`src/rtl/flag_unit.sv`:
```
// flag_unit: grouped zero detect on the ALU result plus the NZCV flag register.
// The zero detect is one GROUP-wide NOR per group followed by a G-wide AND.
// With PIPE=1 the group partials are registered before the AND so the flag write
// lands a cycle late. Forwarding covers that cycle, so B.cond never sees stale flags.

// One group partial: high when every bit of the group is zero.
module flag_group_nor #(
  parameter int GROUP = 16
) (
  input  logic [GROUP-1:0] groupBits,
  output logic             partial
);
  assign partial = ~|groupBits;
endmodule

module flag_unit #(
  parameter int WIDTH = 64,   // must be a multiple of GROUP
  parameter int GROUP = 16,
  parameter int PIPE  = 1     // 0: write at end of issue cycle, 1: one stage before write
) (
  input  logic             clk,
  input  logic             reset,
  input  logic [WIDTH-1:0] result,
  input  logic             carryIn,
  input  logic             overflowIn,
  input  logic             setFlags,
  input  logic             flush,
  output logic             zeroNow,
  output logic [3:0]       flags,
  output logic [3:0]       flagsFwd,
  output logic             pending
);
  localparam int G = WIDTH / GROUP;

  logic [G-1:0] partial;
  logic [3:0]   flagsQ;

  // One NOR reducer per group, kept as separate instances so each partial
  // stays a single shallow gate ahead of the AND or the stage-1 register.
  for (genvar gi = 0; gi < G; gi++) begin : gGroup
    flag_group_nor #(.GROUP(GROUP)) uNor (
      .groupBits (result[gi*GROUP +: GROUP]),
      .partial   (partial[gi])
    );
  end

  // Zero output for CBZ/CBNZ; it never depends on setFlags or flush.
  assign zeroNow = &partial;
  assign flags   = flagsQ;

  if (PIPE == 0) begin : gNoPipe
    // Direct write: the flags become visible in the next cycle.
    always_ff @(posedge clk) begin
      if (reset)
        flagsQ <= '0;
      else if (setFlags && !flush)
        flagsQ <= {result[WIDTH-1], zeroNow, carryIn, overflowIn};
    end

    assign flagsFwd = flagsQ;
    assign pending  = 1'b0;
  end else begin : gPipe
    // Stage-1 entry. It holds the raw partials so that the AND runs after the register.
    typedef struct packed {
      logic [G-1:0] partial;
      logic         n;
      logic         c;
      logic         v;
    } s1Entry_t;

    s1Entry_t   s1;
    logic       s1Valid;
    logic [3:0] s1Flags;

    // The valid bit alone carries reset and flush. Flush drops both the held
    // entry and the one being captured this edge.
    always_ff @(posedge clk) begin
      if (reset)
        s1Valid <= 1'b0;
      else
        s1Valid <= setFlags && !flush;
    end

    // The data fields load every cycle. They only matter when s1Valid is set.
    always_ff @(posedge clk) begin
      s1.partial <= partial;
      s1.n       <= result[WIDTH-1];
      s1.c       <= carryIn;
      s1.v       <= overflowIn;
    end

    assign s1Flags = {s1.n, &s1.partial, s1.c, s1.v};

    // Retire the stage-1 entry into the architectural flags unless it is squashed.
    always_ff @(posedge clk) begin
      if (reset)
        flagsQ <= '0;
      else if (s1Valid && !flush)
        flagsQ <= s1Flags;
    end

    // The youngest valid entry wins. At most one entry is ever in flight.
    assign flagsFwd = s1Valid ? s1Flags : flagsQ;
    assign pending  = s1Valid;
  end

endmodule

```
`config.mk`:
```
export PLATFORM = sky130hd
export DESIGN_NAME = flag_unit
export DESIGN_NICKNAME = d
export VERILOG_FILES = /design/src/rtl/flag_unit.sv
export SDC_FILE = /design/constraint.sdc
export NUM_CORES = 1
export LEC_CHECK = 0
export CAP_MARGIN = 20
export CORE_MARGIN = 2
export CORE_UTILIZATION = 24
export DETAILED_ROUTE_END_ITERATION = 12
export PLACE_DENSITY_LB_ADDON = 0.25
export SYNTH_ARGS = -nofsm -noshare
export SYNTH_HDL_FRONTEND = slang
export SYNTH_HIERARCHICAL = 1
export SYNTH_SLANG_ARGS = --single-unit
export TNS_END_PERCENT = 1
```
`constraint.sdc`:
```
create_clock -name clk -period 2.9 [get_ports clk]
set_input_delay 0.58 -clock clk [delete_from_list [all_inputs] [get_ports clk]]
set_output_delay 0.58 -clock clk [all_outputs]
set_load 0.01 [all_outputs]
```
Word-level counts from Yosys, hierarchy flattened
Cells that the tools add are included.

storage, ports and cells
  flip-flop bits (word level) = 12
  latch bits = 0
  memory bits (writable) = 0
  ROM bits = 0
  input bits = 70
  output and inout bits = 10
  logic and storage cells = 20
  memories kept = 0

operators by class
  $add $sub $neg = 0
  multiply operators = 0
  divide/modulo/power cells = 0
  magnitude comparators = 0
  equal/unequal tests = 0
  shift-type cells = 0
  mux-type cells = 1
  bitwise operators = 0
  reduce and logical (&&, ||, !) cells = 13

operators by type and width
  kind                 count
  16-bit OR reduction  4
  4-bit AND reduction  2
  1-bit zero test      5
  4-bit 2-to-1 mux     1
  1-bit logical AND    2

Longest topological paths before layout
  word-level depth = 3
  mapped depth = 4
  gate-level depth less buffers = 3

Hierarchy
The synthesis kept the hierarchy.

modules (own cells, without submodules)
  module          times used  cells an instance  area an instance (µm²)  sequential area each (µm²)
  flag_unit       1           29                 380.4                   240.2
  flag_group_nor  4           5                  33.8                    0.0

Worst setup path before layout
OpenSTA, ideal clock, no wires.

  kind = input to output
  start = input result[36]
  end = output zeroNow
  arrival time = 1.250 ns
  required time = 2.320 ns
  setup slack = 1.070 ns
  cell stages on the path = 3
  buffers on the path = 0
  cell sequence = nor4_1 and4_1 and4_1

on the way
  word-level cells in the longest chain between the ends = 3

RTL lines
  element               RTL line  text
  start, declared       23        input logic [WIDTH-1:0] result,
  16-bit OR reduction   13        assign partial = ~|groupBits;
  1-bit zero test       13
  named net partial[2]  35        logic [G-1:0] partial;
  4-bit AND reduction   48        assign zeroNow = &partial;
  end, declared         28        output logic zeroNow,

The timed path passes the listed nets, and every way through them passes these cells.

Final worst setup path
  start = input result[43]
  end = output zeroNow

The elaborated chain is that of the path after synthesis.

==> results.md <==
- Outcome: completed
- Timing-limited maximum frequency: 413 MHz
- Pin count of the biggest net entering global routing: 8
- Sequential standard cell area: 240 sq um
- Port bufs: 79
- Largest voltage drop on the vdd net: 0.197 mV
- Mapped Cells: 49
- Die area: 2530 sq um
- Total power after layout: 0.000415 W
- Required time at the worst-slack endpoint: 2320 ps
- Synthesized area per cell: 10.5 sq um
- Final cell area excluding filler cells: 1410 sq um
- TritonCTS clock tree: yes
- Pwr Density: 295 nW/um^2
- Number of placed instances with taps included: 154
- Final Wtd Congestion: 0.643
- Detailed-route wire length per cell: 12.0 microns
- Highest-count cells in the layout ignoring fill and taps: clkdlybuf4s50_1, dfxtp_1, nor4_1
- Area of the placeable core: 2000 sq um
- CTS max path bufs: 2
- HPWL after detailed placement: 1720 microns
- Synth warn: 6
- Slew at the pin closest to its max-slew limit: 231 ps
- Number of fill cells: 161
- Combined area of the multi-input logic cells: 299 sq um
- Clk_lat worst skew: 270 ps
- Detailed-router iteration count before antenna repair: 4
- WS Path Type: primary input to output pin
- Setup Viol. Count Final: 0
- # clock sinks: 12
- Leakage: 0.522 nW
- Sequential share of the synthesized area: 46.6%
- Final wirelength: 1910 microns
- Std cell rows: 16
- Hold violation count in the final report: 0
- CP startpoint kind: primary input
- Final Critical Period: 2420 ps
- Largest stage delay, worst path: 400 ps
- CTS Root Cell: clkbuf_4
- Number of DRC violations after detailed-routing iteration 0: 2
- Register bit count reported by yosys: 12
- Cell occurring most often along the worst timing path: and4_1
- Nets in the synthesized netlist: 119
- # Max-Cap Violations: 0
- First-pass GRT wire length: 2990 microns
- Crit-path slowest cell: clkdlybuf4s50_1
- Non-filler cells, final: 159
- Crit path capture type: output pin
- H-tree depth: 1
- Initial antenna violation count: 0
- Cell type with the highest aggregate area in the netlist: dfxtp_1
- Total number of vias: 755
- Slew Limit Fails: 0
- Instance area after placement: 1330 sq um
- TNS Setup: 0 ps
- Initial core utilization: 25.7%
- Synth unique cells: 10
- Die Ht: 50.3 microns
- Number of buffers inserted for hold repair after clock tree synthesis: 0
- Maximum fanout count along the critical path: 2
- Count of nets left with antenna violations after detail routing: 0
- Top cell type's share of synthesized area: 46.6%
- Total track usage: 15.7%
- Clock slew at reported path FFs: 70 ps
- Ordered cell list for the critical path: clkdlybuf4s50_1, nor4_1, and4_1, and4_1, dlymetal6s2s_1
- Post-Syn Area: 515 sq um
- Total congestion overflow: 0
- Leading cell type in the layout, fill and taps excluded: clkdlybuf4s50_1
- Horiz. Die Dim: 50.3 microns
- Fin crit share: 83.5%
- Relative slew margins: 84.5%
- Setup skew after layout: 1.49 ps
- Area growth, synth to finish: 174%
- RSZ-0062 raised after global routing: false
- Hold Crit Class: flip-flop to flip-flop
- Share of final-layout standard cells stronger than drive strength 1: 9.09%
- Number of nets at the end of the flow: 203
- Top-level I/O count: 80
- Antenna diode instance count: 0
- Synth area leaders: dfxtp_1, nor4_1, and4_1
- Drc violations: 0
- CP arrival: 1840 ps
- Number of global-route vias before repair: 755
- Cts bufs inserted: 3
- Via-to-Cell Ratio: 4.75
[kinds of logic after synthesis]
logic type    Yosys count  share of synthesized area (%)
simple gates           28                           35.4
flops                  12                           46.6
mux                     8                           16.5
buf+inv                 1                           1.46
[area by class of cell]
cell class / count / area share [%]
sequential: 12 / 17.0
timing repair buffer: 80 / 56.8
clock buffer: 4 / 2.57
multi-input combinational: 36 / 21.2
tap: 27 / 2.40
[report_power, final]
part,switching [W],internal (W),leakage (nW)
clock network,0.0000536,0.0000763,0.0210
logic,0.0000219,0.0000927,0.403
registers,0.00000258,0.000168,0.0981
[cell usage after synthesis]
master and count:
and2b_1 1, nor4_1 16, mux2_1 2, mux2_2 2
buf_4 1, nor2_1 4, nor3b_1 1, and4_1 6
mux2i_1 4, dfxtp_1 12
[worst max-delay path: cells and delay by family]
family                 cells  cell delay [ps]
buffers and inverters      2              570
and+or+nand+nor            3              700
[layer usage]
layer	track usage (%)	up-vias	share of wire (%)
li1	-	365	-
met1	14.6	337	37
met2	28.9	51	51
met3	7.44	2	12
met4	6.76	0	0.21
met5	0	-	0
[registers in the layout (all words and copies together), names as in the netlist]
register  flops
gPipe.s1      7
flags         4
pending       1
[through the flow]
step                hold WS [ps]  utilization (%)  setup slack, ps
floorplan                    458                -             1070
global placement             470             66.6             80.2
detailed placement           486             66.6             74.7
CTS                          503             68.4             68.7
global route                 551             70.4              379
finish                       505             70.4              477
[path summary, 6_finish.rpt]
kind / slack (ps) / cells after the start / from / to
setup / recovery: 480 / 5 / result[43] / zeroNow
hold / removal: 500 / 2 / gPipe.s1[1] / flags[1]
setup reg to reg: 1790 / 3 / pending / flags[3]
hold reg to reg: 500 / 2 / gPipe.s1[1] / flags[1]
[repair_timing]
item                       in CTS  in global routing
setup buffers                   0                  1
setup endpoints to repair       0                  1
resized for setup               0                  6
hold endpoints to repair        0                  0
Power figures use the tool's default switching activity.
